## src/rtl/uart_rx_sample_timer_pkg.sv

```systemverilog
// Shared types and constants for the UART receive timing path.
// The TX baud generator reuses the prescale constants.
package uart_rx_pkg;

    typedef enum logic [1:0] {
        ST_IDLE = 2'd0,
        ST_RUN  = 2'd1,
        ST_HOLD = 2'd2
    } state_t;

    localparam logic [5:0] PRESC_8  = 6'd8;
    localparam logic [5:0] PRESC_16 = 6'd16;
    localparam logic [5:0] PRESC_32 = 6'd32;

    localparam int MIN_FRAME_BITS = 2;
    localparam int MAX_FRAME_BITS = 15;

endpackage

```

## src/rtl/uart_prescale_decode.sv

```systemverilog
// Combinational decode of an oversampling ratio into legality, terminal edge (P-1)
// and half-bit point (P/2). Shared between the RX sample timer and the TX baud generator.
module uart_prescale_decode
    import uart_rx_pkg::*;
#(
    parameter int EDGE_W = 5
) (
    input  logic [5:0]        prescale,
    output logic              legal,
    output logic [EDGE_W-1:0] terminal,
    output logic [EDGE_W-1:0] half
);

    always_comb begin
        legal    = 1'b0;
        terminal = '0;
        half     = '0;
        case (prescale)
            PRESC_8: begin
                legal    = 1'b1;
                terminal = EDGE_W'(PRESC_8 - 6'd1);
                half     = EDGE_W'(PRESC_8 >> 1);
            end
            PRESC_16: begin
                legal    = 1'b1;
                terminal = EDGE_W'(PRESC_16 - 6'd1);
                half     = EDGE_W'(PRESC_16 >> 1);
            end
            PRESC_32: begin
                legal    = 1'b1;
                terminal = EDGE_W'(PRESC_32 - 6'd1);
                half     = EDGE_W'(PRESC_32 >> 1);
            end
            default: ;
        endcase
    end

endmodule

```

## src/rtl/uart_rx_sample_timer.sv

```systemverilog
// Edge/bit timing generator for the UART receiver: one edge counter with a terminal
// count latched at frame start, majority-sample strobes, bit and frame pulses.
module uart_rx_sample_timer
    import uart_rx_pkg::*;
#(
    parameter int MAX_PRESCALE = 32,
    parameter int EDGE_W       = 5,
    parameter int BIT_W        = 4
) (
    input  logic              clk_16,
    input  logic              rst,
    input  logic [5:0]        prescale,
    input  logic [BIT_W-1:0]  frame_bits,
    input  logic              counter_enable,
    output logic [EDGE_W-1:0] edge_count,
    output logic [BIT_W-1:0]  bit_count,
    output logic              sample_strobe,
    output logic              bit_done,
    output logic              frame_done,
    output logic              busy,
    output logic              cfg_err
);

    if (EDGE_W != $clog2(MAX_PRESCALE)) begin : g_bad_edge_w
        $error("EDGE_W must equal clog2(MAX_PRESCALE)");
    end

    localparam logic [31:0] MIN_FB = MIN_FRAME_BITS;
    localparam logic [31:0] MAX_FB = MAX_FRAME_BITS;

    state_t            state_q;
    logic [EDGE_W-1:0] edge_q;
    logic [BIT_W-1:0]  bit_q;
    logic [EDGE_W-1:0] term_q;
    logic [EDGE_W-1:0] half_q;
    logic [BIT_W-1:0]  nlast_q;
    logic              cfg_err_q;

    logic [EDGE_W-1:0] edge_d;
    logic [BIT_W-1:0]  bit_d;
    logic              presc_legal;
    logic [EDGE_W-1:0] presc_term;
    logic [EDGE_W-1:0] presc_half;
    logic [31:0]       fb_ext;
    logic              fb_legal;
    logic              run;
    logic              edge_last;
    logic              bit_last;
    logic [EDGE_W:0]   edge_x;
    logic [EDGE_W:0]   half_x;

    uart_prescale_decode #(
        .EDGE_W (EDGE_W)
    ) u_presc_dec (
        .prescale (prescale),
        .legal    (presc_legal),
        .terminal (presc_term),
        .half     (presc_half)
    );

    assign fb_ext    = 32'(frame_bits);
    assign fb_legal  = (fb_ext >= MIN_FB) && (fb_ext <= MAX_FB);
    assign edge_d    = edge_q + 1'b1;
    assign bit_d     = bit_q + 1'b1;
    assign run       = (state_q == ST_RUN);
    assign edge_last = (edge_q == term_q);
    assign bit_last  = (bit_q == nlast_q);

    always_ff @(posedge clk_16) begin
        if (!rst) begin
            state_q   <= ST_IDLE;
            edge_q    <= '0;
            bit_q     <= '0;
            term_q    <= EDGE_W'(PRESC_16 - 6'd1);
            half_q    <= EDGE_W'(PRESC_16 >> 1);
            nlast_q   <= BIT_W'(9);
            cfg_err_q <= 1'b0;
        end else begin
            case (state_q)
                ST_IDLE: begin
                    edge_q <= '0;
                    bit_q  <= '0;
                    if (counter_enable) begin
                        if (presc_legal && fb_legal) begin
                            term_q  <= presc_term;
                            half_q  <= presc_half;
                            nlast_q <= frame_bits - 1'b1;
                            state_q <= ST_RUN;
                        end else begin
                            cfg_err_q <= 1'b1;
                            state_q   <= ST_HOLD;
                        end
                    end
                end
                ST_RUN: begin
                    // An abort outranks a terminal edge in the same cycle.
                    if (!counter_enable) begin
                        state_q <= ST_IDLE;
                        edge_q  <= '0;
                        bit_q   <= '0;
                    end else if (edge_last) begin
                        edge_q <= '0;
                        if (bit_last) begin
                            bit_q   <= '0;
                            state_q <= ST_HOLD;
                        end else begin
                            bit_q <= bit_d;
                        end
                    end else begin
                        edge_q <= edge_d;
                    end
                end
                ST_HOLD: begin
                    edge_q <= '0;
                    bit_q  <= '0;
                    if (!counter_enable) begin
                        state_q <= ST_IDLE;
                    end
                end
                default: begin
                    state_q <= ST_IDLE;
                    edge_q  <= '0;
                    bit_q   <= '0;
                end
            endcase
        end
    end

    // Widened by one bit so half-1 and half+1 never wrap.
    assign edge_x = {1'b0, edge_q};
    assign half_x = {1'b0, half_q};

    assign sample_strobe = run && ((edge_x == half_x - 1'b1) || (edge_x == half_x) ||
                                   (edge_x == half_x + 1'b1));
    assign bit_done      = run && counter_enable && edge_last;
    assign frame_done    = bit_done && bit_last;
    assign busy          = run;
    assign edge_count    = edge_q;
    assign bit_count     = bit_q;
    assign cfg_err       = cfg_err_q;

endmodule

```

## config.mk

```make
export PLATFORM = sky130hd
export DESIGN_NAME = uart_rx_sample_timer
export DESIGN_NICKNAME = d
export VERILOG_FILES = /design/src/rtl/uart_rx_sample_timer_pkg.sv /design/src/rtl/uart_prescale_decode.sv /design/src/rtl/uart_rx_sample_timer.sv
export SDC_FILE = /design/constraint.sdc
export NUM_CORES = 1
export LEC_CHECK = 0
export ABC_AREA = 1
export CAP_MARGIN = 20
export CORE_MARGIN = 1.5
export CORE_UTILIZATION = 29
export CTS_CLUSTER_DIAMETER = 40
export DETAILED_ROUTE_END_ITERATION = 8
export GPL_ROUTABILITY_DRIVEN = 0
export PLACE_DENSITY = 0.53
export SLEW_MARGIN = 20
export SYNTH_ARGS = -nofsm -noshare
export SYNTH_HDL_FRONTEND = slang
export SYNTH_HIERARCHICAL = 1
export SYNTH_SLANG_ARGS = --single-unit
export TNS_END_PERCENT = 1
```

## constraint.sdc

```tcl
create_clock -name clk_16 -period 1.85 [get_ports clk_16]
set_input_delay 0.37 -clock clk_16 [delete_from_list [all_inputs] [get_ports clk_16]]
set_output_delay 0.37 -clock clk_16 [all_outputs]
set_load 0.03 [all_outputs]
```

**Word level (Yosys, flattened, before mapping)**

Index checks and enable logic that the tools add are counted.

- Input port bits: 13
- Register bits: 26
- Output and inout port bits: 14
- Word-level logic and storage cells: 58

- Order comparisons: 2
- Mux-type cells: 11
- Equality and inequality tests: 14
- Reduce and logical (&&, ||, !) cells: 15
- $add $sub $neg: 5
- Bitwise logic cells: 4

Operator list:

| operator | number |
|---|---|
| case mux 5 bit (3 select lines) | 2 |
| equality test 5 x 6 -> 1 bit | 2 |
| two-way mux 2 bit | 6 |
| equality test 5 bit | 2 |
| AND reduction 3 bit | 3 |
| adder 5 x 1 -> 6 bit, second input constant | 1 |
| equality test 6 x 4 -> 1 bit, second input constant | 1 |
| equality test 6 x 5 -> 1 bit, second input constant | 1 |
| equality test 6 bit, second input constant | 1 |
| logical AND 1 bit | 6 |
| inequality test 3 x 2 -> 1 bit, second input constant | 2 |
| case mux 2 bit (3 select lines) | 1 |
| subtractor 5 x 1 -> 6 bit, second input constant | 1 |
| adder 5 x 1 -> 5 bit, second input constant | 1 |
| adder 4 x 1 -> 4 bit, second input constant | 1 |
| equality test 4 bit | 1 |
| >= comparator 4 x 2 -> 1 bit, second input constant | 1 |
| less-or-equal comparator 4 bit, second input constant | 1 |
| two-way mux 4 bit | 1 |
| inequality test 2 bit, second input constant | 2 |
| inverter 1 bit | 4 |
| AND reduction 4 bit | 1 |
| OR reduction 4 bit | 1 |
| subtractor 4 x 1 -> 4 bit, second input constant | 1 |
| other kinds (6) | 7 |

**Longest topological paths before layout**

Gate-level depths: netlist (run 1).

- Depth in word-level cells: 7
- Mapped depth: 12
- Gate-level depth less buffers: 12

**By module**

The synthesis (run 1) kept the hierarchy.

Modules (own cells, without submodules):

| module | area each (um2) | seq. area each (um2) | cells an instance | times used |
|---|---|---|---|---|
| uart_rx_sample_timer | 1,531.5 | 520.5 | 233 | 1 |
| uart_prescale_decode | 142.6 | 0.0 | 24 | 1 |

**Worst setup path before layout (run 1)**

No wires, ideal clock.

- Path type: register -> output
- Start point: register edge_q[0], in the netlist edge_count[0]
- End point: output port frame_done
- Arrival time: 1.502 ns
- Cell stages (with the launch flop): 6
- Path slack: -0.022 ns
- Path buffers: 0
- Required time: 1.480 ns
- Cells stage by stage: dfxtp_1 -> xnor2_1 -> nand3_2 -> nor2_4 -> nand2_2 -> nor2_1

- Cells in the longest elaborated chain, start to end: 3

Ends and longest elaborated chain:

| element | RTL line | RTL |
|---|---|---|
| start, declared | uart_rx_sample_timer.sv:32 | `logic [EDGE_W-1:0] edge_q;` |
| start signal, assigned | uart_rx_sample_timer.sv:110 | `edge_q <= edge_d;` |
| equality test 5 bit | uart_rx_sample_timer.sv:66 | `assign edge_last = (edge_q == term_q);` |
| logical AND 1 bit | uart_rx_sample_timer.sv:135 | `assign bit_done = run && counter_enable && edge_last;` |
| logical AND 1 bit | uart_rx_sample_timer.sv:136 | `assign frame_done = bit_done && bit_last;` |
| end, declared | uart_rx_sample_timer.sv:19 | `output logic frame_done,` |

Every way passes these cells.

**Final worst setup path (run 1)**

- Start point: register half_q[1]
- End point: output port sample_strobe

- Cells in the longest elaborated chain, start to end: 5
- Elaborated cells on any way between the ends: 8
- Those cells by class: add/sub (2); eq/ne (3); reduce/logical (3)

Ends and longest elaborated chain:

| element | RTL line | RTL |
|---|---|---|
| start, declared | uart_rx_sample_timer.sv:35 | `logic [EDGE_W-1:0] half_q;` |
| start signal, assigned | uart_rx_sample_timer.sv:75 | `half_q <= EDGE_W'(PRESC_16 >> 1);` |
| start signal, assigned | uart_rx_sample_timer.sv:86 | `half_q <= presc_half;` |
| subtractor 5 x 1 -> 6 bit | uart_rx_sample_timer.sv:133 | `assign sample_strobe = run && ((edge_x == half_x - 1'b1) \|\| (edge_x == half_x) \|\|` |
| equality test 5 x 6 -> 1 bit | uart_rx_sample_timer.sv:133 |  |
| logical OR 1 bit | uart_rx_sample_timer.sv:133 |  |
| logical OR 1 bit (*) | uart_rx_sample_timer.sv:133 |  |
| logical AND 1 bit (*) | uart_rx_sample_timer.sv:133 |  |
| end, declared | uart_rx_sample_timer.sv:17 | `output logic sample_strobe,` |

Every way passes the cells marked *; elsewhere a longest branch is shown, timed or not.

==> summary.md, run 1 <==
| Metric | Value |
|---|---|
| Status | `complete, but fails checks` |
| Failing checks | `setup timing` |
| Final period util | `1.110` |
| Post-DRT Antenna Nets | `0` |
| Grt ovf | `0` |
| Max frequency | `0.4869 GHz` |
| Cts bufs inserted | `3` |
| I/O Pins | `27` |
| Final routed DRC violation total | `0` |
| Clk root buf | `clkbuf_8` |
| Initial Util | `0.3022` |
| Port Buffer Count | `26` |
| Leak | `0.001112 uW` |
| Synth cell types | `30` |
| Area contributors post-synth | `dfxtp_1, nand2_1, inv_1` |
| CP Capture Type | `output pin` |
| RSZ-0062 raised after global routing | `true` |
| PnR worst setup slack | `-0.2038 ns` |
| EDFF count, synth | `0` |
| Critical path launch point type | `flip-flop` |
| DIE AREA | `6238 um^2` |
| Slowest stage delay, CP | `0.35 ns` |
| Pwr dens | `476.7 nW/um^2` |
| Core Rows | `27` |
| Kind of critical path | `reg -> out` |
| N_diodes | `0` |
| Min-delay worst type | `reg -> reg` |
| Setup-failing EPs final | `2` |
| CP max stage cell | `dfxtp_2` |
| Max-slew violation count | `0` |
| Max Root-Sink Buffers | `2` |
| Vias in the first global route | `1572` |
| Dpl cells | `370` |
| Share of layout cells above drive strength 1 | `0.2020` |
| Die Wd | `78.98 um` |
| Syn Inst Count | `257` |
| Primary FF master, synth | `dfxtp_1` |
| Die Y-Extent | `78.98 um` |
| Yosys reg bits | `26` |
| Drt first-iter violations | `78` |
| Worst Path Required | `1.48 ns` |
| HPWL after DPL | `3182 um` |
| Total number of vias | `1616` |
| Finished Layout Cells | `374` |
| Worst-path fanout max | `2` |
| Hold Vio Cnt, Final | `0` |
| Synth top area share | `0.3109` |
| Register area share after synthesis | `0.3109` |
| CTS tree | `yes` |
| Post-CTS Hold Fix Bufs | `0` |
| Leading area contributor after synthesis | `dfxtp_1` |
| Count leader, synth | `nand2_1` |
| Pin count of the biggest net entering global routing | `15` |
| Post-CTS Setup Bufs | `0` |
| Mean post-synth cell area | `6.514 um^2` |
| Mapped cell area | `1674 um^2` |
| First-pass GRT wire length | `7182 um` |
| Worst Clk Skew | `0.002539 ns` |
| Total GRT Usage | `0.1431` |
| Final nets | `322` |
| CP dominant cell by count | `nand2_1` |
| Ys Warns | `6` |
| WL/cell | `10.43 um` |
| Async S/R FF share, synth | `0` |
| Clk_lat worst skew | `0.27 ns` |
| Synth cell count leaders | `nand2_1, inv_1, dfxtp_1, nor2_1, a21oi_1` |
| H-tree levels | `1` |
| Initial antenna violation count | `0` |
| Clock transition at the registers of the reported paths | `0.09 ns` |
| Worst Path Arrival | `1.68 ns` |
| Core Util, Final | `0.4056` |
| HP Start | `nlast_q[2]` |
| WL final | `3900 um` |
| Initial DRT Pass Iterations | `4` |
| Launching point of the worst reg2reg path | `edge_count[1]` |
| Via-to-Cell Ratio | `4.321` |
| Fill count | `622` |
| Max-capacitance violation count | `0` |
| Critical path cell sequence | `inv_2, ha_4, inv_2, nand2_2, nand2_2, a21oi_2, nand2_1, nor2_1, nand2_1, nand3_1, nand2_1, inv_1, buf_6` |
| Setup crit start | `half_q[1]` |
| Clock sink count | `26` |
| Area growth from synthesis to layout | `34.23%` |
| Placeable core area | `5540 um^2` |
| VDD IR max | `0.0002517 V` |
| Fin crit period | `2.054 ns` |
==> sequential cells by signal (all words and copies together) (netlist names) <==
signal / count
bit_count: 4
half_q: 5
nlast_q: 4
cfg_err: 1
term_q: 5
edge_count: 5
state_q: 2
==> cell families after synthesis <==
| group | Yosys count | share of synthesized area |
|---|---|---|
| AND/OR/NAND/NOR | 130 | 0.3528 |
| buffers and inverters | 50 | 0.1308 |
| AO/OA/AOI/OAI | 34 | 0.1061 |
| flip-flops | 26 | 0.3109 |
| XOR/XNOR | 10 | 0.05231 |
| adder cells (fa/ha/maj) | 6 | 0.04484 |
| other | 1 | 0.002240 |
==> final timing paths <==
kind / end / slack, ns / cells after the start
worst max register to register: bit_count[2] / 0.47 / 10
worst min register to register: nlast_q[2] / 0.48 / 2
worst min-delay path: nlast_q[2] / 0.48 / 2
worst max-delay path: sample_strobe / -0.20 / 13
==> what timing repair did <==
item	CTS	global route
resized for setup	16	13
gates cloned	0	0
pin swaps	9	5
endpoints found under the setup margin	8	10
==> through the flow <==
stage / setup WS, ns / cell area [um^2] / hold WS, ns / TNS, ns / total power [uW]
2_1_floorplan: -0.02159 / 1678 / 0.4439 / -0.03700 / 651.1
3_3_place_gp: -0.07958 / 2128 / 0.4681 / -0.6897 / 708.7
5_1_grt: -0.3303 / 2247 / 0.5204 / -0.6446 / 1124
6_report: -0.2038 / 2247 / 0.4797 / -0.2338 / 1071
4_1_cts: -0.2281 / 2211 / 0.4852 / -0.3409 / 1089
3_5_place_dp: -0.1410 / 2128 / 0.4707 / -1.262 / 708.9
==> critical path, delay by kind of cell (launching register included) <==
family	cells	cell delay, ns
AOI/OAI and AO/OA	1	0.11
adders and majority gates	1	0.26
buffers and inverters	4	0.26
DFF	1	0.35
and+or+nand+nor	7	0.43
==> cells in the final DEF, fill, tap and decap left out, drive strengths merged <==
master	count
o21ai	13
xor2	5
a31oi	1
or2	1
nor3	1
o211ai	1
ha	6
dlymetal6s2s	4
nand3b	1
dfxtp	26
buf	26
nor2	30
clkbuf	4
dlygate4sd2	3
nand2	72
a21oi	19
nand3	20
clkdlybuf4s50	16
clkinv	1
conb	2
nand4	5
xnor2	5
inv	40
==> area by class of cell <==
class,instances,area (um^2),area share
tap,72,90.09,0.04009
multi-input combinational,182,972.2,0.4326
inverter,41,156.4,0.06960
sequential,26,530.5,0.2361
clock buffer,4,55.05,0.02450
timing repair buffer,49,442.9,0.1971
==> where the power goes <==
part / total, uW / switching (uW) / internal (uW) / leakage, uW
Combinational: 125 / 62.1 / 62.5 / 0.000869
Clock: 375 / 184 / 190 / 0.0000288
Sequential: 572 / 6.00 / 566 / 0.000214
==> per-layer routing <==
layer  vias up  track usage  routed length (um)
met2        29       0.2205                1625
met5         -            0                   0
li1        889            -                   -
met4         0      0.04737                  46
met1       694       0.2095                2118
met3         4      0.01034                 108
(Power assumes the default switching activity.)
==> run 2: changes to the inputs <==
CORE_UTILIZATION = 36   (was 29)
PLACE_DENSITY = 0.61   (was 0.53)
==> summary.md, run 2 (synthesis gave the netlist of run 1 again) <==
| Metric | Value |
|---|---|
| Leak | `0.001059 uW (was 0.001112 uW)` |
| Max-slew violation count | `0 (unchanged)` |
| CTS tree | `yes (unchanged)` |
| Die Wd | `71.20 um (was 78.98 um)` |
| Initial antenna violation count | `0 (unchanged)` |
| Clock sink count | `26 (unchanged)` |
| Setup crit start | `half_q[0] (was half_q[1])` |
| Final nets | `322 (unchanged)` |
| Final hold slack | `0.4816 ns (was 0.4797 ns)` |
| Clk root buf | `clkbuf_8 (unchanged)` |
| Total GRT Usage | `0.1533 (was 0.1431)` |
| Cts bufs inserted | `3 (unchanged)` |
| Reg2Reg Depth | `9 (was 10)` |
| Launching point of the worst reg2reg path | `edge_count[1] (unchanged)` |
| H-tree levels | `1 (unchanged)` |
| Post-DRT Antenna Nets | `0 (unchanged)` |
| Area growth from synthesis to layout | `31.39% (was 34.23%)` |
| VDD IR max | `0.0002894 V (was 0.0002517 V)` |
| Tot Pwr | `1070 uW (was 1071 uW)` |
| Max-capacitance violation count | `0 (unchanged)` |
| Grt ovf | `0 (unchanged)` |
| Max Root-Sink Buffers | `2 (unchanged)` |
| Worst-path fanout max | `2 (unchanged)` |
| Vias in the first global route | `1436 (was 1572)` |
| Die Y-Extent | `71.20 um (was 78.98 um)` |
| Clock transition at the registers of the reported paths | `0.09 ns (about the same)` |
| WL/cell | `10.42 um (was 10.43 um)` |
| Initial Util | `0.3793 (was 0.3022)` |
| Failing checks | `setup timing (unchanged)` |
| Worst Clk Skew | `0.004859 ns (was 0.002539 ns)` |
| Hold path depth | `2 (unchanged)` |
| Commonest non-fill, non-tap cell in the layout | `nand2_1 (unchanged)` |
| Place WS | `-0.1236 ns (was -0.1410 ns)` |
| Kind of critical path | `reg -> out (unchanged)` |
| Area of all placed cells without fillers | `2200 um^2 (was 2247 um^2)` |
| Initial DRT Pass Iterations | `4 (unchanged)` |
| HPWL after DPL | `3021 um (was 3182 um)` |
| Critical path launch point type | `flip-flop (unchanged)` |
| Pwr dens | `486.6 nW/um^2 (was 476.7 nW/um^2)` |
| Final routed DRC violation total | `0 (unchanged)` |
| DIE AREA | `5069 um^2 (was 6238 um^2)` |
| Share of layout cells above drive strength 1 | `0.2053 (was 0.2020)` |
| Fill count | `431 (was 622)` |
| Worst Path Arrival | `1.69 ns (was 1.68 ns)` |
| Post-CTS Hold Fix Bufs | `0 (unchanged)` |
| Final period util | `1.111 (was 1.110)` |
| RSZ-0062 raised after global routing | `true (unchanged)` |
| DP Area | `2103 um^2 (was 2128 um^2)` |
| Most frequent cells in the layout | `nand2_1, inv_1, nor2_1 (unchanged)` |
| Max frequency | `0.4866 GHz (was 0.4869 GHz)` |
| Status | `complete, but fails checks (unchanged)` |
| PnR worst setup slack | `-0.2053 ns (was -0.2038 ns)` |
| Via-to-Cell Ratio | `4.489 (was 4.321)` |
| Placeable core area | `4414 um^2 (was 5540 um^2)` |
| Hold Vio Cnt, Final | `0 (unchanged)` |
| Drt first-iter violations | `59 (was 78)` |
| Total number of vias | `1589 (was 1616)` |
| CP Capture Type | `output pin (unchanged)` |
| Fin crit period | `2.055 ns (was 2.054 ns)` |
| Clk_lat worst skew | `0.27 ns (about the same)` |
| Min-delay worst type | `reg -> reg (unchanged)` |
| Port Buffer Count | `26 (unchanged)` |
| Critical Path End | `sample_strobe (unchanged)` |
| Worst Path Required | `1.48 ns (about the same)` |
| WL final | `3690 um (was 3900 um)` |
| N_diodes | `0 (unchanged)` |
| I/O Pins | `27 (unchanged)` |
| RR Endpoint | `bit_count[2] (unchanged)` |
| Setup-failing EPs final | `3 (was 2)` |
| R2r setup slk | `0.49 ns (was 0.47 ns)` |
| First-pass GRT wire length | `6285 um (was 7182 um)` |
| Pin count of the biggest net entering global routing | `15 (unchanged)` |
| Core Rows | `24 (was 27)` |
==> run 2: repair_timing <==
action,in CTS,in global routing
endpoints found under the hold margin,0,0
pin swaps,2,7
cloned,0,0
setup buffers,0,0
endpoints found under the setup margin,8,6
gates resized for setup,15,7
==> run 2: how the worst min path moves through the flow <==
stage	slack (ns)	startpoint	end
finish	0.48	nlast_q[2]	nlast_q[2]
global route	0.51	term_q[4]	term_q[4]
CTS	0.48	nlast_q[2]	nlast_q[2]
detailed placement	0.47	nlast_q[2]	nlast_q[2]
global placement	0.47	nlast_q[2]	nlast_q[2]
floorplan	0.44	nlast_q[2]	nlast_q[2]
==> run 2: final cells by class <==
| cell class | count | area [um^2] | area share |
|---|---|---|---|
| Sequential cell | 26 | 530.5 | 0.2412 |
| Timing Repair Buffer | 49 | 427.9 | 0.1945 |
| Inverter | 41 | 156.4 | 0.07110 |
| Clock buffer | 4 | 55.05 | 0.02503 |
| Multi-Input combinational cell | 182 | 964.7 | 0.4386 |
| Tap cell | 52 | 65.06 | 0.02958 |
==> run 2: critical path, stage by stage, from the launching register on <==
cell and delay (ns):
dfxtp_2 0.35, inv_2 0.05, ha_4 0.26, inv_2 0.03, nand2_2 0.04, nand2_2 0.06, a21oi_2 0.10, nand2_1 0.06
nor2_1 0.10, nand2_1 0.08, nand3_2 0.05, nand2_1 0.05, inv_1 0.06, buf_6 0.12
==> run 2: through the flow <==
step | utilization | instances | setup TNS [ns]
2_1_floorplan | - | 258 | -0.03700
3_3_place_gp | 0.4765 | 350 | -0.5309
3_5_place_dp | 0.4765 | 350 | -1.048
4_1_cts | 0.4943 | 354 | -0.2352
5_1_grt | 0.4983 | 354 | -0.6061
6_report | 0.4983 | 354 | -0.2250
==> run 2: report_power, final <==
| part | switching [uW] | internal (uW) | total, uW |
|---|---|---|---|
| registers | 5.80 | 567 | 573 |
| logic | 61.5 | 61.8 | 123 |
| clock network | 183 | 191 | 374 |
| total | 251 | 820 | 1070 |
==> run 2: routing by layer <==
layer / global-route usage / wire length (um)
met1: 0.2112 / 1900
met2: 0.2500 / 1676
met3: 0.01709 / 66
met4: 0.05031 / 46
met5: 0 / 0
==> run 3: changes to the inputs <==
CAP_MARGIN = 0   (was 20)
PLACE_DENSITY = not set   (was 0.61)
==> summary.md, run 3 (synthesis gave the netlist of run 1 again) <==
| Metric | Value |
|---|---|
| Status | `complete, but fails checks (unchanged)` |
| Failing checks | `setup timing (unchanged)` |
| Total GRT Usage | `0.1575 (was 0.1533)` |
| Share of layout cells above drive strength 1 | `0.2185 (was 0.2053)` |
| HPWL after DPL | `3081 um (was 3021 um)` |
| Kind of critical path | `reg -> out (unchanged)` |
| H-tree levels | `1 (unchanged)` |
| RSZ-0062 raised after global routing | `true (unchanged)` |
| Die Y-Extent | `71.20 um (unchanged)` |
| Die Wd | `71.20 um (unchanged)` |
| Vias in the first global route | `1453 (was 1436)` |
| Initial antenna violation count | `0 (unchanged)` |
| Via-to-Cell Ratio | `4.588 (was 4.489)` |
| Hold Vio Cnt, Final | `0 (unchanged)` |
| DP Area | `2103 um^2 (unchanged)` |
| PnR worst setup slack | `-0.2076 ns (was -0.2053 ns)` |
| Max frequency | `0.4860 GHz (was 0.4866 GHz)` |
| Final period util | `1.112 (was 1.111)` |
| Core Rows | `24 (unchanged)` |
| Total number of vias | `1624 (was 1589)` |
| Initial Util | `0.3793 (unchanged)` |
| N_diodes | `0 (unchanged)` |
| CP Capture Type | `output pin (unchanged)` |
| Worst Path Required | `1.48 ns (about the same)` |
| Final hold slack | `0.4753 ns (was 0.4816 ns)` |
| Max-capacitance violation count | `0 (unchanged)` |
| Fin crit period | `2.058 ns (was 2.055 ns)` |
| Clock sink count | `26 (unchanged)` |
| Min-delay worst type | `reg -> reg (unchanged)` |
| Post-DRT Antenna Nets | `0 (unchanged)` |
| Commonest non-fill, non-tap cell in the layout | `nand2_1 (unchanged)` |
| WL final | `3738 um (was 3690 um)` |
| Grt ovf | `0 (unchanged)` |
| Port Buffer Count | `26 (unchanged)` |
| First-pass GRT wire length | `6479 um (was 6285 um)` |
| Worst-path fanout max | `2 (unchanged)` |
| Max Root-Sink Buffers | `2 (unchanged)` |
| Setup-failing EPs final | `2 (was 3)` |
| Final routed DRC violation total | `0 (unchanged)` |
| Area growth from synthesis to layout | `33.03% (was 31.39%)` |
| Post-CTS Hold Fix Bufs | `0 (unchanged)` |
| Worst Clk Skew | `0.01043 ns (was 0.004859 ns)` |
| DIE AREA | `5069 um^2 (unchanged)` |
| Drt first-iter violations | `78 (was 59)` |
| CTS tree | `yes (unchanged)` |
| Clk root buf | `clkbuf_8 (unchanged)` |
| Placeable core area | `4414 um^2 (unchanged)` |
| Worst Path Arrival | `1.69 ns (about the same)` |
| WL/cell | `10.56 um (was 10.42 um)` |
| Pwr dens | `524.9 nW/um^2 (was 486.6 nW/um^2)` |
| Initial DRT Pass Iterations | `4 (unchanged)` |
| VDD IR max | `0.0002991 V (was 0.0002894 V)` |
| Critical path launch point type | `flip-flop (unchanged)` |
| Most frequent cells in the layout | `nand2_1, inv_1, nor2_1, buf_4, clkdlybuf4s50_1 (was nand2_1, inv_1, nor2_1)` |
| Final nets | `322 (unchanged)` |
| I/O Pins | `27 (unchanged)` |
| Max-slew violation count | `0 (unchanged)` |
| Leak | `0.001054 uW (was 0.001059 uW)` |
| Clk_lat worst skew | `0.28 ns (was 0.27 ns)` |
| Pin count of the biggest net entering global routing | `16 (was 15)` |
| Clock transition at the registers of the reported paths | `0.10 ns (was 0.09 ns)` |
| Tot Pwr | `1169 uW (was 1070 uW)` |
| Area of all placed cells without fillers | `2227 um^2 (was 2200 um^2)` |
| Cts bufs inserted | `3 (unchanged)` |
[run 3: critical path, cell delays in order, from the launching register on]
cell	delay [ns]
dfxtp_2	0.35
inv_2	0.05
ha_4	0.26
inv_2	0.03
nand2_2	0.05
nand2_2	0.06
a21oi_2	0.10
nand2_1	0.07
nor2_2	0.08
nand2_1	0.06
nand3_1	0.08
nand2_1	0.05
inv_1	0.06
buf_6	0.12
[run 3: final timing paths]
kind / from / end / slack [ns] / cells after the start
setup / recovery: half_q[0] / sample_strobe / -0.21 / 13
hold / removal: nlast_q[2] / nlast_q[2] / 0.48 / 2
setup reg to reg: edge_count[2] / bit_count[2] / 0.52 / 8
hold reg to reg: nlast_q[2] / nlast_q[2] / 0.48 / 2
[run 3: timing repair]
| item | CTS | global route |
|---|---|---|
| setup buffers | 0 | 0 |
| setup endpoints to repair | 8 | 5 |
| resized for setup | 14 | 12 |
| pin swaps | 7 | 9 |
| hold endpoints to repair | 0 | 0 |
[run 3: where the power goes]
group	internal, uW	switching [uW]	total (uW)
sequential	566	5.91	572
combinational	62.0	61.8	124
clock	290	184	474
total	918	252	1170
[run 3: cell type report]
cell class                      instances  area (um^2)
Clock inverter                          1        30.03
Inverter                               41        156.4
Clock buffer                            3        41.29
Fill cell                             443         2187
Multi-Input combinational cell        182        974.7
Tap cell                               52        65.06
Timing Repair Buffer                   49        425.4
Sequential cell                        26        534.3
[run 3: metrics by stage]
step	utilization	setup TNS (ns)	worst slack (ns)	std cells
after floorplan	-	-0.03700	-0.02159	258
after global placement	0.4765	-0.4522	-0.06605	350
after detailed placement	0.4765	-0.9986	-0.1130	350
after CTS	0.4972	-0.2722	-0.2567	354
after global routing	0.5045	-0.4975	-0.3309	354
final	0.5045	-0.2226	-0.2076	354
[run 3: metal layers]
layer,wire (um),vias up,track usage
met5,0,-,0
met4,53,0,0.05031
met3,83,5,0.02137
met2,1678,22,0.2418
met1,1923,706,0.2281
li1,-,891,-
